===== config.mk =====
export PLATFORM = sky130hd
export DESIGN_NAME = key_debounce_multi
export DESIGN_NICKNAME = d
export VERILOG_FILES = /design/src/rtl/key_debounce_multi.sv
export SDC_FILE = /design/constraint.sdc
export NUM_CORES = 1
export LEC_CHECK = 0
export ABC_AREA = 1
export BUFFER_PORTS_ARGS = -buffer_cell sky130_fd_sc_hd__buf_2
export CAP_MARGIN = 20
export CORE_ASPECT_RATIO = 1.25
export CORE_MARGIN = 1.5
export CORE_UTILIZATION = 50
export DETAILED_ROUTE_END_ITERATION = 10
export GPL_TIMING_DRIVEN = 0
export PLACE_DENSITY = 0.68
export SLEW_MARGIN = 5
export SYNTH_ARGS = -nofsm -noshare
export SYNTH_HDL_FRONTEND = slang
export SYNTH_SLANG_ARGS = --single-unit

===== constraint.sdc =====
create_clock -name clk -period 2 [get_ports clk]
set_input_delay 0.2 -clock clk [delete_from_list [all_inputs] [get_ports clk]]
set_output_delay 0.2 -clock clk [all_outputs]
set_load 0.01 [all_outputs]

===== src/rtl/key_debounce_multi.sv =====
`default_nettype none
// ============================================================================
// Module   : key_debounce_multi
// Brief    : N-channel push-button conditioner: 2-flop sync, saturating
//            stability counter, debounced level and press/release pulses.
//            Optional auto-repeat via macro KEYCHK_AUTO_REPEAT_EN.
//            The release pulse port is key_release ("release" is reserved).
// Revision : 1.0 - initial release
// ============================================================================
module key_debounce_multi #(
  parameter int N_KEYS        = 4,
  parameter int DEBOUNCE_CYC  = 1000,
  parameter int CNT_W         = 21,
  parameter int REPEAT_DELAY  = 25_000_000,
  parameter int REPEAT_PERIOD = 5_000_000,
  parameter int RPT_W         = 25
) (
  input  logic              clk,
  input  logic              rst_n,
  input  logic [N_KEYS-1:0] key,
  output logic [N_KEYS-1:0] key_v,
  output logic [N_KEYS-1:0] press,
  output logic [N_KEYS-1:0] key_release
);

  localparam logic [CNT_W-1:0] c_DB_MAX = CNT_W'(DEBOUNCE_CYC - 1);

  if ((N_KEYS < 1) || (N_KEYS > 16) || (DEBOUNCE_CYC < 2) ||
      ((64'd1 << CNT_W) <= 64'(DEBOUNCE_CYC)) ||
      (REPEAT_DELAY < 2) || (REPEAT_PERIOD < 2) ||
      ((64'd1 << RPT_W) <= 64'(REPEAT_DELAY)) ||
      ((64'd1 << RPT_W) <= 64'(REPEAT_PERIOD))) begin : g_cfg_err
    $error("key_debounce_multi: illegal parameter combination");
  end

  genvar i;
  for (i = 0; i < N_KEYS; i++) begin : g_key
    logic             r_s1, r_s2, r_s3;
    logic [CNT_W-1:0] r_cnt;
    logic             r_kv, r_press, r_rel;
    logic             w_chg, w_acc;

    assign w_chg = r_s2 ^ r_s3;
    // Accept only a level that has survived the full stability window.
    assign w_acc = ~w_chg & (r_cnt == c_DB_MAX) & (r_s2 != r_kv);

    always_ff @(posedge clk or negedge rst_n) begin
      if (!rst_n) begin
        r_s1  <= 1'b0;
        r_s2  <= 1'b0;
        r_s3  <= 1'b0;
        r_cnt <= '0;
        r_kv  <= 1'b0;
        r_rel <= 1'b0;
      end else begin
        r_s1 <= key[i];
        r_s2 <= r_s1;
        r_s3 <= r_s2;
        if (w_chg) begin
          r_cnt <= '0;
        end else if (r_cnt != c_DB_MAX) begin
          r_cnt <= r_cnt + 1'b1;
        end
        if (w_acc) begin
          r_kv <= r_s2;
        end
        r_rel <= w_acc & ~r_s2;
      end
    end

`ifdef KEYCHK_AUTO_REPEAT_EN
    localparam logic [RPT_W-1:0] c_RPT_FIRST   = RPT_W'(REPEAT_DELAY - 1);
    localparam logic [RPT_W-1:0] c_RPT_NEXT    = RPT_W'(REPEAT_PERIOD - 1);
    localparam logic [0:0]       c_PH_DELAY    = 1'b0;
    localparam logic [0:0]       c_PH_PERIODIC = 1'b1;

    logic [RPT_W-1:0] r_rc;
    logic [0:0]       r_phase;
    logic [RPT_W-1:0] w_rpt_limit;

    assign w_rpt_limit = (r_phase == c_PH_PERIODIC) ? c_RPT_NEXT : c_RPT_FIRST;

    // Any acceptance (press or release) or a released key restarts the delay phase.
    always_ff @(posedge clk or negedge rst_n) begin
      if (!rst_n) begin
        r_rc    <= '0;
        r_phase <= c_PH_DELAY;
        r_press <= 1'b0;
      end else if (w_acc || !r_kv) begin
        r_rc    <= '0;
        r_phase <= c_PH_DELAY;
        r_press <= w_acc & r_s2;
      end else if (r_rc == w_rpt_limit) begin
        r_rc    <= '0;
        r_phase <= c_PH_PERIODIC;
        r_press <= 1'b1;
      end else begin
        r_rc    <= r_rc + 1'b1;
        r_press <= 1'b0;
      end
    end
`else
    always_ff @(posedge clk or negedge rst_n) begin
      if (!rst_n) begin
        r_press <= 1'b0;
      end else begin
        r_press <= w_acc & r_s2;
      end
    end
`endif

    assign key_v[i]       = r_kv;
    assign press[i]       = r_press;
    assign key_release[i] = r_rel;
  end

endmodule
`default_nettype wire

Word level (Yosys, flattened, before mapping)
Cells that the tools add are included.
{"block": "totals", "output_inout_bits": 12, "regBits": 108, "input_bits": 6}
{"block": "classes", "n_bitwise": 28, "n_eq_ne": 12, "n_mux": 8, "reduce_logical": 4, "n_addsub": 4}
{"operator": "$mux 21", "n": 8}
{"operator": "$add 21x1->21 const B", "n": 4}
{"operator": "$eq 21x10->1 const B", "n": 4}
{"operator": "$ne 21x10->1 const B", "n": 4}
{"operator": "$and 1x1->1", "n": 16}
{"operator": "$not 1->1", "n": 8}
{"operator": "$reduce_bool 2->1", "n": 4}
{"operator": "$ne 1x1->1", "n": 4}
{"operator": "$xor 1x1->1", "n": 4}

Logic depth before layout (Yosys ltp)
Gate-level depths: netlist of run 1.
{"block": "logic_depth", "depth_word": 5, "depth_mapped": 9, "mapped_depth_nobuf": 9}

Worst setup path after synthesis of run 1
Ideal clock, no wire load.
{"block": "synth_path", "path_kind": "reg-to-reg", "start": "register g_key[0].r_cnt[0]", "end": "register g_key[0].r_cnt[16]", "slack_ns": 0.644, "period_less_slack_ns": 1.356, "setup_time_ns": 0.132, "stages_incl_launch_ff": 8, "arrival_ns": 1.224, "cell_sequence": "dfrtp_1 ha_1 nand2_2 nor2_4 nand2_2 nor2_1 xor2_1 nor2_1"}
{"block": "synth_via", "elab_chain_len": 3}
{"item": "start, declared", "line": "39", "source": "logic [CNT_W-1:0] r_cnt;"}
{"item": "start signal, assigned", "line": "62", "source": "r_cnt <= r_cnt + 1'b1;"}
{"item": "$add 21x1->21", "line": "62"}
{"item": "$mux 21", "line": "61", "source": "end else if (r_cnt != c_DB_MAX) begin"}
{"item": "$mux 21", "line": "59", "source": "if (w_chg) begin"}
Parallel ways exist; a longest one is shown, timed or not. The select of a mux whose other input is x is not followed.
A chain may end at the register's enable or synchronous reset.

Worst setup path in the final report of run 1
{"block": "layout_path", "start": "register g_key[1].r_cnt[0]", "end": "register g_key[1].r_cnt[18]"}
{"block": "layout_via", "elab_chain_len": 3}
{"item": "start, declared", "line": "39"}
{"item": "start signal, assigned", "line": "62"}
{"item": "$add 21x1->21", "line": "62"}
{"item": "$mux 21", "line": "61"}
{"item": "$mux 21", "line": "59"}
Parallel ways exist; a longest one is shown, timed or not. The select of a mux whose other input is x is not followed.

==> results of run 1 <==
==> synth_stat cells <==
cell,count,area (µm²)
sky130_fd_sc_hd__nand3_2,6,60.1
sky130_fd_sc_hd__nor2_2,14,87.6
sky130_fd_sc_hd__nand2_4,1,11.3
sky130_fd_sc_hd__a21oi_1,25,125
sky130_fd_sc_hd__ha_1,4,50.1
sky130_fd_sc_hd__o21ai_1,2,10.0
sky130_fd_sc_hd__clkinv_1,1,3.75
sky130_fd_sc_hd__o21ai_0,17,85.1
sky130_fd_sc_hd__inv_2,1,3.75
sky130_fd_sc_hd__dfrtp_1,108,2700
sky130_fd_sc_hd__nand3_1,56,280
sky130_fd_sc_hd__nand2_1,221,830
sky130_fd_sc_hd__nand4_1,31,194
sky130_fd_sc_hd__clkbuf_1,3,11.3
sky130_fd_sc_hd__xnor2_1,5,43.8
sky130_fd_sc_hd__nor2_4,5,56.3
sky130_fd_sc_hd__xor2_1,16,140
sky130_fd_sc_hd__nand2_2,7,43.8
sky130_fd_sc_hd__or2_2,2,12.5
sky130_fd_sc_hd__nor2_1,199,747
sky130_fd_sc_hd__buf_2,6,30.0
sky130_fd_sc_hd__nor3_2,1,10.0
sky130_fd_sc_hd__nor3_1,14,70.1
sky130_fd_sc_hd__inv_1,95,357
sky130_fd_sc_hd__buf_4,12,90.1
sky130_fd_sc_hd__and2_0,1,6.26
sky130_fd_sc_hd__clkinv_2,1,5.00
sky130_fd_sc_hd__nor3b_1,1,7.51
sky130_fd_sc_hd__nand3b_1,2,15.0
==> per-stage QoR <==
stage                     instances  hold WS (ns)  instance area, µm²  worst slack, ns
final                          1056         0.348                6780            0.361
after global placement         1035         0.308                6370           -0.498
after floorplan                 857       -0.0956                6090            0.644
after CTS                      1056         0.360                6780            0.375
after detailed placement       1036         0.189                6410            0.391
after global routing           1056         0.364                6780            0.148
==> flip-flops by register name (all words and copies together), names as in the netlist <==
signal / count
g_key.r_cnt: 84
g_key.r_kv: 4
g_key.r_press: 4
g_key.r_rel: 4
g_key.r_s1: 4
g_key.r_s2: 4
g_key.r_s3: 4
==> critical path: cells and delay by family (launching register included) <==
kind | cells | cell delay (ns)
simple gates | 7 | 0.83
flops | 1 | 0.42
fa+ha+maj | 1 | 0.30
==> logic make-up (layout without fill, tap and decap cells) <==
family | Yosys count | in the layout | synth area share (%)
flops | 108 | 108 | 44.4
compound gates | 44 | 44 | 3.62
buf+inv | 119 | 157 | 8.22
fa+ha+maj | 4 | 4 | 0.822
simple gates | 561 | 561 | 39.9
xor+xnor | 21 | 21 | 3.02
==> how the worst max path moves through the flow <==
stage / slack [ns] / depth (start not counted) / endpoint
2_1_floorplan: 0.64 / 7 / g_key[0].r_cnt[16]$_DFFE_PN0P_
3_3_place_gp: -0.50 / 1 / g_key[3].r_cnt[16]$_DFFE_PN0P_
3_5_place_dp: 0.39 / 8 / g_key[1].r_cnt[18]$_DFFE_PN0P_
4_1_cts: 0.38 / 8 / g_key[1].r_cnt[18]$_DFFE_PN0P_
5_1_grt: 0.15 / 8 / g_key[1].r_cnt[18]$_DFFE_PN0P_
6_report: 0.36 / 8 / g_key[1].r_cnt[18]$_DFFE_PN0P_
==> cell type report <==
cell class | instances | area (µm²) | area share, %
Clock buffer | 11 | 253 | 3.73
Clock inverter | 4 | 72.6 | 1.07
Timing Repair Buffer | 23 | 169 | 2.49
Multi-Input combinational cell | 630 | 2890 | 42.5
Buffer | 21 | 131 | 1.94
Sequential cell | 108 | 2700 | 39.8
Tap cell | 161 | 201 | 2.97
Inverter | 98 | 369 | 5.44
==> placed cells by master, fill, tap and decap left out <==
master                          synthesis  layout
sky130_fd_sc_hd__nor2_4                 5       5
sky130_fd_sc_hd__clkbuf_16              0       9
sky130_fd_sc_hd__buf_16                 0       1
sky130_fd_sc_hd__clkbuf_1               3       3
sky130_fd_sc_hd__nor3b_1                1       1
sky130_fd_sc_hd__a21oi_1               25      25
sky130_fd_sc_hd__nor2_2                14      14
sky130_fd_sc_hd__dfrtp_1              108     108
sky130_fd_sc_hd__dlygate4sd3_1          0       5
sky130_fd_sc_hd__buf_6                  0       1
sky130_fd_sc_hd__nand2_1              221     221
sky130_fd_sc_hd__buf_4                 12      12
sky130_fd_sc_hd__inv_1                 95      95
sky130_fd_sc_hd__nand4_1               31      31
sky130_fd_sc_hd__clkinvlp_4             0       1
sky130_fd_sc_hd__buf_2                  6      22
sky130_fd_sc_hd__ha_1                   4       4
sky130_fd_sc_hd__o21ai_0               17      17
sky130_fd_sc_hd__nand2_2                7       7
sky130_fd_sc_hd__xnor2_1                5       5
sky130_fd_sc_hd__nor3_2                 1       1
sky130_fd_sc_hd__nand2_4                1       1
sky130_fd_sc_hd__nor2_1               199     199
sky130_fd_sc_hd__or2_2                  2       2
sky130_fd_sc_hd__clkinv_1               1       1
sky130_fd_sc_hd__and2_0                 1       1
sky130_fd_sc_hd__bufinv_16              0       2
sky130_fd_sc_hd__xor2_1                16      16
sky130_fd_sc_hd__clkinv_2               1       2
sky130_fd_sc_hd__inv_2                  1       1
sky130_fd_sc_hd__nand3b_1               2       2
sky130_fd_sc_hd__nand3_2                6       6
sky130_fd_sc_hd__nor3_1                14      14
sky130_fd_sc_hd__nand3_1               56      56
sky130_fd_sc_hd__clkbuf_8               0       2
sky130_fd_sc_hd__o21ai_1                2       2
==> power by group through the flow <==
stage          logic, mW  registers [mW]  clock network [mW]
5_1_grt            0.245            2.26                2.08
3_3_place_gp       0.190            2.30                   0
4_1_cts            0.213            2.25                2.01
2_1_floorplan      0.113            2.29                   0
6_report           0.207            2.26                1.96
3_5_place_dp       0.206            2.30                   0
==> layer usage <==
metal	GRT usage [%]	up-vias
met5	0	-
met4	7.43	0
met3	4.08	14
met2	36.5	79
met1	29.0	2510
li1	-	2740
==> timing repair <==
item	CTS	global route
hold buffers	5	0
hold endpoints to repair	57	0
endpoints found under the setup margin	0	0
==> qor.tcl, run 1 <==
set qor(routedLengthMet1_um) 6080
set qor(p_leak_nw) 3.13
set qor(r2r_setup_slack_ns) 0.36
set qor(critical_path.most_common_cell) {sky130_fd_sc_hd__nand2_1}
set qor(port_buffers) 17
set qor(vdd.ir_drop.worst_uv) 349
set qor(grt_antenna_before_repair) 0
set qor(clock_sink_count) 108
set qor(fin_skew_ns) 0.00685
set qor(endpoint_kind) {register}
set qor(cts_tree) {done}
set qor(synthesis.area_per_instance_um2) 7.10
set qor(combinationalPowerShare_pct) 4.7
set qor(synth.ff_latch_count) 108
set qor(drive_gt1_share_pct) 9.94
set qor(run_status) {finished clean}
set qor(routed-wl-met2_um) 6380
set qor(place_hpwl_um) 9720
set qor(cp.required_ns) 2.25
set qor(worst_setup_path_start_kind) {register}
set qor(int_pwr_mw) 3.44
set qor(synth.yosys.seq_area_share_pct) 44.4
set qor(topRoutingLayerUsed) {met4}
set qor(power_switching_mw) 0.984
set qor(synth.lib_cells_used.distinct) 29
set qor(cts.htree.levels) 3
set qor(syn-num-nets) 867
set qor(boundaryPins) 18
set qor(pwr-share-seq_pct) 51.0
set qor(clock_latency_at_the_later_pin_of_the_worst_skew_pair_ns) 0.36
set qor(fmax_mhz) 610
set qor(reg2reg_depth) 8
set qor(finalHoldViolCount) 0
set qor(vias_in_the_first_global_route) 5122
set qor(post_cts.resized_instances) 0
set qor(synth.yosys.warnings) 0
set qor(gpl.final_weighted_congestion) 0.905
set qor(first_pass_grt_wire_length_um) 22600
set qor(worstHoldPathType) {in -> async}
set qor(worst_slew_margin_rel_pct) 66.7
set qor(drv_slew) 0
set qor(detailed_routing_iterations_pass_1) 5
set qor(syn_inst) 857
set qor(antenna-diode-count) 0
set qor(finish.net_count) 901
set qor(post-layout-total-power_mw) 4.42
set qor(fin_setup_tns_ns) 0
set qor(area_delta_synth_final_pct) 11.4
set qor(wl_um) 13100
set qor(initial_utilization_pct) 51.9
set qor(switching_share_pct) 22.3
set qor(combined_global_route_utilization_of_all_metal_layers_pct) 22.1
set qor(final_min_period_over_clock_period_pct) 82.0
set qor(power_per_cell_area_nw_per_um2) 652
set qor(postCtsSetupRepairBufs) 0
set qor(crit_path_start) {g_key[1].r_cnt[0]$_DFFE_PN0P_}
set qor(die_w_um) 102
set qor(worst_slew_pin_slew_ns) 0.500
set qor(r2r-end) {g_key[1].r_cnt[18]$_DFFE_PN0P_}
set qor(die_area_um2) 12900
set qor(placementRows) 44
set qor(layout.filler_cells) 1146
set qor(drcViolationCount) 0
set qor(cap_viol_max_count) 0
set qor(floorplan.die.height_um) 126
set qor(path_cells) {ha_1 > nand2_1 > nor2_2 > nand2_1 > nor2_1 > nand4_1 > nand2_1 > nor2_1}
set qor(avgRoutedWirePerCell_um) 12.4
set qor(route.antenna.remaining_nets) 0
set qor(rr_startpoint) {g_key[1].r_cnt[0]$_DFFE_PN0P_}
set qor(setup_viol) 0
set qor(period_needed_ns) 1.64
set qor(cts.path.max_buffers) 2
set qor(critical_path_class) {reg -> reg}
set qor(grt_max_degree) 56
set qor(dr_total_vias) 5343
set qor(unrepaired_setup_endpoints_after_global_routing) {no}
set qor(detailroute.wirelength.met3_um) 441
set qor(timing.critical_path.arrival_ns) 1.89
set qor(viasPerCell) 5.06
set qor(crit_path_max_incr_delay_ns) 0.42
set qor(drt_iter0_drc) 328
set qor(cpMaxStageDelayCell) {sky130_fd_sc_hd__dfrtp_1}
set qor(layout.core_utilization_pct) 57.9
set qor(synth_area_um2) 6090
set qor(power.share.clock_pct) 44.3
set qor(globalRouteOverflowTotal) 0
set qor(clk_pin_slew_worst_paths_ns) 0.07
set qor(core_area_um2) 11700
set qor(critical_path_peak_fanout) 5
set qor(cts-root-buf) {sky130_fd_sc_hd__clkbuf_16}
set qor(tritoncts.num_buffers) 9
Power figures use the tool's default switching activity.
==> run 2: changes to the inputs <==
- PLACE_DENSITY: 0.68 -> 0.71
- clock period: 2 -> 1.42 ns (I/O delays scaled with it)
==> qor.tcl, run 2 (synthesis results as in run 1) <==
set qor(mostFrequentLayoutCell) {sky130_fd_sc_hd__nand2_1}
set qor(first_pass_grt_wire_length_um) 22800 ;# +0.76%
set qor(setup_viol) 0 ;# unchanged
set qor(layout_common_cells) {sky130_fd_sc_hd__nand2_1, sky130_fd_sc_hd__nor2_1, sky130_fd_sc_hd__dfrtp_1}
set qor(vdd.ir_drop.worst_uv) 639 ;# +83%
set qor(postLayoutSetupSlackWorst_ns) 0.0310 ;# -0.330 ns
set qor(port_buffers) 17 ;# unchanged
set qor(route.antenna.remaining_nets) 0 ;# unchanged
set qor(viasPerCell) 5.04 ;# -0.35%
set qor(crit_path_start) {g_key[3].r_cnt[3]$_DFFE_PN0P_}
set qor(dp_cells) 1036 ;# unchanged
set qor(worst_setup_path_start_kind) {register}
set qor(grt_antenna_before_repair) 0 ;# unchanged
set qor(drt_iter0_drc) 267 ;# -19%
set qor(vias_in_the_first_global_route) 5057 ;# -1.3%
set qor(post_dp_cell_area_um2) 6410 ;# unchanged
set qor(cts.path.max_buffers) 2 ;# unchanged
set qor(final_min_period_over_clock_period_pct) 97.8 ;# +16 points
set qor(r2r_setup_slack_ns) 0.03 ;# -0.33 ns
set qor(placementRows) 44 ;# unchanged
set qor(cpMaxStageDelayCell) {sky130_fd_sc_hd__dfrtp_1}
set qor(gpl.final_weighted_congestion) 0.889 ;# -1.7%
set qor(p_leak_nw) 3.26 ;# +3.9%
set qor(largest_register) {g_key.r_cnt}
set qor(dr_total_vias) 5420 ;# +1.4%
set qor(wl_um) 13500 ;# +3.7%
set qor(period_needed_ns) 1.39 ;# -0.250 ns
set qor(crit_path_max_incr_delay_ns) 0.46 ;# +0.04 ns
set qor(int_pwr_mw) 4.55 ;# +32%
set qor(pwr-share-seq_pct) 52.2 ;# +1.2 points
set qor(timing.critical_path.arrival_ns) 1.63 ;# -0.26 ns
set qor(hold_slack_ns) 0.224 ;# -0.124 ns
set qor(power_switching_mw) 1.55 ;# +57%
set qor(largest_register_ff_count) 84 ;# unchanged
set qor(tritoncts.num_buffers) 9 ;# unchanged
set qor(critical_path_class) {reg -> reg}
set qor(combinationalPowerShare_pct) 6.3 ;# +1.6 points
set qor(worst_slew_pin_slew_ns) 0.381 ;# -0.119 ns
set qor(switching_share_pct) 25.4 ;# +3.1 points
set qor(area_delta_synth_final_pct) 18.9
set qor(power.share.clock_pct) 41.5 ;# -2.8 points
set qor(cts.htree.levels) 3 ;# unchanged
set qor(r2r-end) {g_key[3].r_cnt[11]$_DFFE_PN0P_}
set qor(initial_utilization_pct) 51.9 ;# unchanged
set qor(fin_skew_ns) 0.00842 ;# +0.00157 ns
set qor(floorplan.die.height_um) 126 ;# unchanged
set qor(worst_slew_margin_rel_pct) 74.6 ;# +7.9 points
set qor(combined_global_route_utilization_of_all_metal_layers_pct) 22.2 ;# +0.12 points
set qor(clock_sink_count) 108 ;# unchanged
set qor(worstHoldPathType) {in -> async}
set qor(clk_pin_slew_worst_paths_ns) 0.08 ;# about the same
set qor(fmax_mhz) 720 ;# +18%
set qor(finish.net_count) 919 ;# +2.0%
set qor(drv_slew) 0 ;# unchanged
set qor(cts-root-buf) {sky130_fd_sc_hd__clkbuf_16}
set qor(antenna-diode-count) 0 ;# unchanged
set qor(design_area_um2) 7240 ;# +6.8%
set qor(critical_path_peak_fanout) 4 ;# -1
set qor(core_area_um2) 11700 ;# unchanged
set qor(avgRoutedWirePerCell_um) 12.6 ;# +1.8%
set qor(power_per_cell_area_nw_per_um2) 842 ;# +29%
set qor(grt_max_degree) 77 ;# +38%
set qor(die_w_um) 102 ;# unchanged
set qor(drcViolationCount) 0 ;# unchanged
set qor(unrepaired_setup_endpoints_after_global_routing) {yes}
set qor(cap_viol_max_count) 0 ;# unchanged
set qor(drive_gt1_share_pct) 19.4 ;# +9.4 points
set qor(detailed_routing_iterations_pass_1) 5 ;# unchanged
set qor(run_status) {finished clean}
set qor(rr_startpoint) {g_key[3].r_cnt[3]$_DFFE_PN0P_}
set qor(clock_latency_at_the_later_pin_of_the_worst_skew_pair_ns) 0.36 ;# about the same
set qor(cp.required_ns) 1.66 ;# -0.59 ns
set qor(path_cells) {nand2_1 > nor2_1 > nand2_1 > nor2_2 > xor2_1 > nor2_1}
set qor(reg2reg_depth) 6 ;# -2
set qor(finalHoldViolCount) 0 ;# unchanged
set qor(place_hpwl_um) 9460 ;# -2.6%
set qor(die_area_um2) 12900 ;# unchanged
set qor(final_cells) 1075 ;# +1.8%
set qor(boundaryPins) 18 ;# unchanged
set qor(globalRouteOverflowTotal) 0 ;# unchanged
set qor(cts_tree) {done}
set qor(setup_slack_after_placement_ns) -0.189 ;# -0.580 ns
set qor(endpoint_kind) {register}
-- run 2: changes by cell type in the layout (fill, tap and decap cells not counted), moves of 5 or more --
cell	previous run	this run
sky130_fd_sc_hd__dfrtp_1	108	96
sky130_fd_sc_hd__clkbuf_4	0	5
sky130_fd_sc_hd__nand2_1	221	212
sky130_fd_sc_hd__dfrtp_2	0	12
sky130_fd_sc_hd__nor2_2	14	25
sky130_fd_sc_hd__nor2_1	199	171
sky130_fd_sc_hd__buf_2	22	17
sky130_fd_sc_hd__nand2_2	7	14
sky130_fd_sc_hd__nor2_4	5	22
sky130_fd_sc_hd__buf_4	12	29
-- run 2: through the flow --
stage | utilization (%) | TNS (ns) | power (mW)
detailed placement | 54.7 | -2.49 | 3.52
CTS | 58.6 | 0 | 6.12
finish | 61.8 | 0 | 6.10
global placement | 54.4 | -115.04 | 3.51
global route | 61.8 | -0.496 | 6.32
floorplan | - | 0 | 3.38
-- run 2: how the worst max path moves through the flow --
stage / cells after the start / end / slack, ns
6_report: 6 / g_key[3].r_cnt[11]$_DFFE_PN0P_ / 0.03
4_1_cts: 8 / g_key[2].r_cnt[19]$_DFFE_PN0P_ / 0.008
3_5_place_dp: 7 / g_key[0].r_cnt[16]$_DFFE_PN0P_ / -0.19
2_1_floorplan: 7 / g_key[0].r_cnt[16]$_DFFE_PN0P_ / 0.06
3_3_place_gp: 1 / g_key[3].r_cnt[19]$_DFFE_PN0P_ / -1.06
5_1_grt: 6 / g_key[3].r_cnt[11]$_DFFE_PN0P_ / -0.08
-- run 2: cell type report --
| cell class | count | area (µm²) |
|---|---|---|
| Buffer | 21 | 148 |
| Sequential cell | 108 | 2720 |
| Tap cell | 161 | 201 |
| Fill cell | 1080 | 4480 |
| Clock buffer | 10 | 239 |
| Multi-Input combinational cell | 630 | 3200 |
| Clock inverter | 6 | 53.8 |
| Timing Repair Buffer | 41 | 308 |
| Inverter | 98 | 372 |
-- run 2: layer usage --
| metal | wire, µm | GRT usage, % |
|---|---|---|
| met1 | 6130 | 29.7 |
| met4 | 282 | 9.64 |
| met2 | 6690 | 36.3 |
| met3 | 447 | 2.42 |
| met5 | 0 | 0 |
-- run 2: power by group through the flow --
stage	combinational [mW]	clock, mW	sequential [mW]
6_report	0.385	2.53	3.18
5_1_grt	0.440	2.69	3.19
4_1_cts	0.353	2.59	3.17
3_5_place_dp	0.288	0	3.24
3_3_place_gp	0.271	0	3.23
2_1_floorplan	0.159	0	3.22
-- run 2: repair_timing --
item / 4_1_cts / 5_1_grt
pin swaps: 5 / 15
buffers inserted: 8 / 11
hold buffers: 5 / 0
gates resized for setup: 17 / 92
endpoints found under the hold margin: 36 / 0
setup endpoints to repair: 45 / 81
-- run 2: worst max-delay path, delay by kind of cell, from the launching register on --
| family | cells | cell delay [ns] |
|---|---|---|
| XOR/XNOR | 1 | 0.19 |
| flip-flops | 1 | 0.46 |
| AND/OR/NAND/NOR | 5 | 0.64 |
==> run 3: changes to the inputs <==
- ABC_AREA: 1 -> 0
- REMOVE_ABC_BUFFERS: not set -> 1
==> qor.tcl, run 3 <==
set qor(run_status) {finished, violations left}
set qor(violated_checks) {negative setup slack}
set qor(worst_slew_margin_rel_pct) 60.7 ;# -14 points
set qor(reg2reg_depth) 6 ;# unchanged
set qor(critical_path_peak_fanout) 4 ;# unchanged
set qor(boundaryPins) 18 ;# unchanged
set qor(synth_enable_flop_cells) 0 ;# unchanged
set qor(final_cells) 813 ;# -24%
set qor(avgRoutedWirePerCell_um) 18.6 ;# +48%
set qor(globalRouteOverflowTotal) 0 ;# unchanged
set qor(vdd.ir_drop.worst_uv) 610 ;# -4.6%
set qor(worst_slew_pin_slew_ns) 0.590 ;# +0.209 ns
set qor(area_delta_synth_final_pct) 43.1
set qor(synth.area.top_cells) {sky130_fd_sc_hd__dfrtp_1, sky130_fd_sc_hd__xor2_1, sky130_fd_sc_hd__o21ai_0, sky130_fd_sc_hd__a21oi_1, sky130_fd_sc_hd__nand3_1}
set qor(largest_register_ff_count) 84 ;# unchanged
set qor(cts_tree) {done}
set qor(vias_in_the_first_global_route) 4806 ;# -5.0%
set qor(synth.yosys.warnings) 0 ;# unchanged
set qor(crit_path_max_incr_delay_ns) 0.47 ;# about the same
set qor(clock_sink_count) 108 ;# unchanged
set qor(synthesis.area_per_instance_um2) 9.74 ;# +37%
set qor(critical_path.most_common_cell) {sky130_fd_sc_hd__buf_4}
set qor(critical_path_class) {reg -> reg}
set qor(floorplan.die.height_um) 119 ;# -5.6%
set qor(cpMaxStageDelayCell) {sky130_fd_sc_hd__dfrtp_1}
set qor(synth.yosys.seq_area_share_pct) 49.9 ;# +5.5 points
set qor(clk_pin_slew_worst_paths_ns) 0.07 ;# about the same
set qor(initial_utilization_pct) 51.2 ;# -0.68 points
set qor(cts.path.max_buffers) 2 ;# unchanged
set qor(post-layout-total-power_mw) 6.47 ;# +6.1%
set qor(tritoncts.num_buffers) 9 ;# unchanged
set qor(first_pass_grt_wire_length_um) 22000 ;# -3.3%
set qor(setup_viol) 61 ;# +61
set qor(worst-path-stages) 6 ;# unchanged
set qor(hold_slack_ns) 0.189 ;# -0.0351 ns
set qor(synthArstFlopShare_pct) 100 ;# unchanged
set qor(grt_max_degree) 89 ;# +16%
set qor(power_per_cell_area_nw_per_um2) 836 ;# -0.77%
set qor(critPathTopFamily) {simple AND/OR/NAND/NOR gates}
set qor(fmax_mhz) 561 ;# -22%
set qor(period_needed_ns) 1.78 ;# +0.394 ns
set qor(cts-root-buf) {sky130_fd_sc_hd__clkbuf_16}
set qor(p_leak_nw) 3.24 ;# -0.59%
set qor(fin_skew_ns) 0.00877 ;# +0.000357 ns
set qor(finalHoldViolCount) 0 ;# unchanged
set qor(antenna-diode-count) 0 ;# unchanged
set qor(wl_um) 15100 ;# +12%
set qor(worst-path-buf-inv) 2 ;# +2
set qor(drt_iter0_drc) 353 ;# +32%
set qor(postLayoutSetupSlackWorst_ns) -0.363 ;# -0.394 ns
set qor(path_cells) {nor4_4 > buf_4 > nand4_1 > buf_4 > o211ai_1 > o21ai_1}
set qor(syn_inst) 556 ;# -35%
set qor(timing.critical_path.arrival_ns) 2.02 ;# +0.39 ns
set qor(netlist.area_leader.share_pct) 49.9 ;# +5.5 points
set qor(largest_register) {g_key.r_cnt}
set qor(synth.lib_cells_used.distinct) 42 ;# +45%
set qor(core_area_um2) 10600 ;# -9.9%
set qor(cts.htree.levels) 3 ;# unchanged
set qor(final_min_period_over_clock_period_pct) 126 ;# +28 points
set qor(die_w_um) 96.1 ;# -5.5%
set qor(synth.ff_latch_count) 108 ;# unchanged
set qor(cap_viol_max_count) 0 ;# unchanged
set qor(synth.largest_area_cell) {sky130_fd_sc_hd__dfrtp_1}
set qor(layout.filler_cells) 638 ;# -41%
set qor(layout_common_cells) {sky130_fd_sc_hd__buf_4, sky130_fd_sc_hd__dfrtp_1, sky130_fd_sc_hd__nand2_1}
set qor(setup_slack_after_placement_ns) -0.499 ;# -0.310 ns
set qor(yosys.cell_count.top_type) {sky130_fd_sc_hd__dfrtp_1}
set qor(detailed_routing_iterations_pass_1) 5 ;# unchanged
set qor(drcViolationCount) 0 ;# unchanged
set qor(endpoint_kind) {register}
set qor(synthFlopType) {sky130_fd_sc_hd__dfrtp_1}
set qor(clock_latency_at_the_later_pin_of_the_worst_skew_pair_ns) 0.36 ;# about the same
set qor(unrepaired_setup_endpoints_after_global_routing) {yes}
set qor(placementRows) 42 ;# -4.5%
set qor(combined_global_route_utilization_of_all_metal_layers_pct) 24.4 ;# +2.2 points
set qor(drive_gt1_share_pct) 46.0 ;# +27 points
set qor(cp.required_ns) 1.66 ;# about the same
set qor(gpl.final_weighted_congestion) 0.788 ;# -11%
set qor(route.antenna.remaining_nets) 0 ;# unchanged
set qor(drv_slew) 0 ;# unchanged
set qor(dp_cells) 680 ;# -34%
set qor(mostFrequentLayoutCell) {sky130_fd_sc_hd__buf_4}
set qor(place_hpwl_um) 6950 ;# -27%
set qor(worstHoldPathType) {in -> async}
set qor(dr_total_vias) 4991 ;# -7.9%
set qor(synth_area_um2) 5410 ;# -11%
set qor(finish.net_count) 686 ;# -25%
set qor(synthTopCellsByCount) {sky130_fd_sc_hd__dfrtp_1, sky130_fd_sc_hd__nand2_1, sky130_fd_sc_hd__o21ai_0}
set qor(die_area_um2) 11500 ;# -11%
set qor(grt_antenna_before_repair) 0 ;# unchanged
set qor(viasPerCell) 6.14 ;# +22%
set qor(port_buffers) 17 ;# unchanged
set qor(worst_setup_path_start_kind) {register}
## run 3: worst reg2reg max path, stage by stage, from the launching register on
cell and delay [ns]:
sky130_fd_sc_hd__dfrtp_1 0.47, sky130_fd_sc_hd__nor4_4 0.30, sky130_fd_sc_hd__buf_4 0.17, sky130_fd_sc_hd__nand4_1 0.22, sky130_fd_sc_hd__buf_4 0.23, sky130_fd_sc_hd__o211ai_1 0.17, sky130_fd_sc_hd__o21ai_1 0.11
## run 3: layout make-up
class | instances | area [µm²] | area share (%)
multi-input cells | 411 | 3430 | 44.2
repair buffers | 134 | 1090 | 14.0
well taps | 132 | 165 | 2.13
clock inverters | 4 | 23.8 | 0.307
flip-flops and latches | 108 | 2740 | 35.4
clock buffers | 12 | 256 | 3.31
inverters | 12 | 45.0 | 0.582
## run 3: final timing paths
| check | from | endpoint | slack (ns) |
|---|---|---|---|
| max in group asynchronous | rst_n | g_key[3].r_cnt[12]$_DFFE_PN0P_ | 0.51 |
| max | g_key[2].r_cnt[19]$_DFFE_PN0P_ | g_key[2].r_cnt[3]$_DFFE_PN0P_ | -0.36 |
| min reg2reg | g_key[3].r_s1$_DFF_PN0_ | g_key[3].r_s2$_DFF_PN0_ | 0.36 |
| min | rst_n | g_key[1].r_cnt[12]$_DFFE_PN0P_ | 0.19 |
| max reg2reg | g_key[2].r_cnt[19]$_DFFE_PN0P_ | g_key[2].r_cnt[3]$_DFFE_PN0P_ | -0.36 |
| min in group clk | g_key[3].r_s1$_DFF_PN0_ | g_key[3].r_s2$_DFF_PN0_ | 0.36 |
## run 3: per-layer routing
layer / part of all wire [%] / wire [µm] / vias to the layer above / GRT usage [%]
met3: 4.5 / 680 / 36 / 4.85
li1: - / - / 2279 / -
met5: 0 / 0 / - / 0
met4: 2.5 / 373 / 0 / 9.74
met1: 41 / 6180 / 2512 / 30.3
met2: 52 / 7890 / 164 / 40.8
## run 3: kinds of logic (layout without fill, tap and decap cells)
group | count (synthesis) | count (layout) | share of synthesized area (%)
compound gates | 109 | 109 | 11.6
simple gates | 251 | 252 | 26.4
fa+ha+maj | 4 | 4 | 0.925
xor+xnor | 39 | 40 | 6.31
flops | 108 | 108 | 49.9
buf+inv | 39 | 162 | 3.79
mux | 6 | 6 | 1.11
## run 3: report_power, final
group          total (mW)  internal [mW]  leakage (nW)  switching, mW
combinational       0.754          0.364          1.67          0.390
sequential           3.26           3.15          1.42          0.117
clock                2.45           1.28         0.142           1.17
## run 3: repair_timing
action,in CTS,in global routing
setup buffers,85,30
setup endpoints to repair,94,81
pin swaps,62,63
resized for setup,146,109
endpoints found under the hold margin,24,0
hold buffers,5,0
cloned,1,1
## run 3: metrics by stage
step / TNS, ns / util, % / cell area (µm²)
2_1_floorplan: -7.12 / - / 5250
6_report: -8.69 / 73.3 / 7740
4_1_cts: -4.62 / 67.2 / 7100
5_1_grt: -13.09 / 73.3 / 7740
3_5_place_dp: -22.05 / 52.7 / 5570
3_3_place_gp: -146.97 / 52.1 / 5500
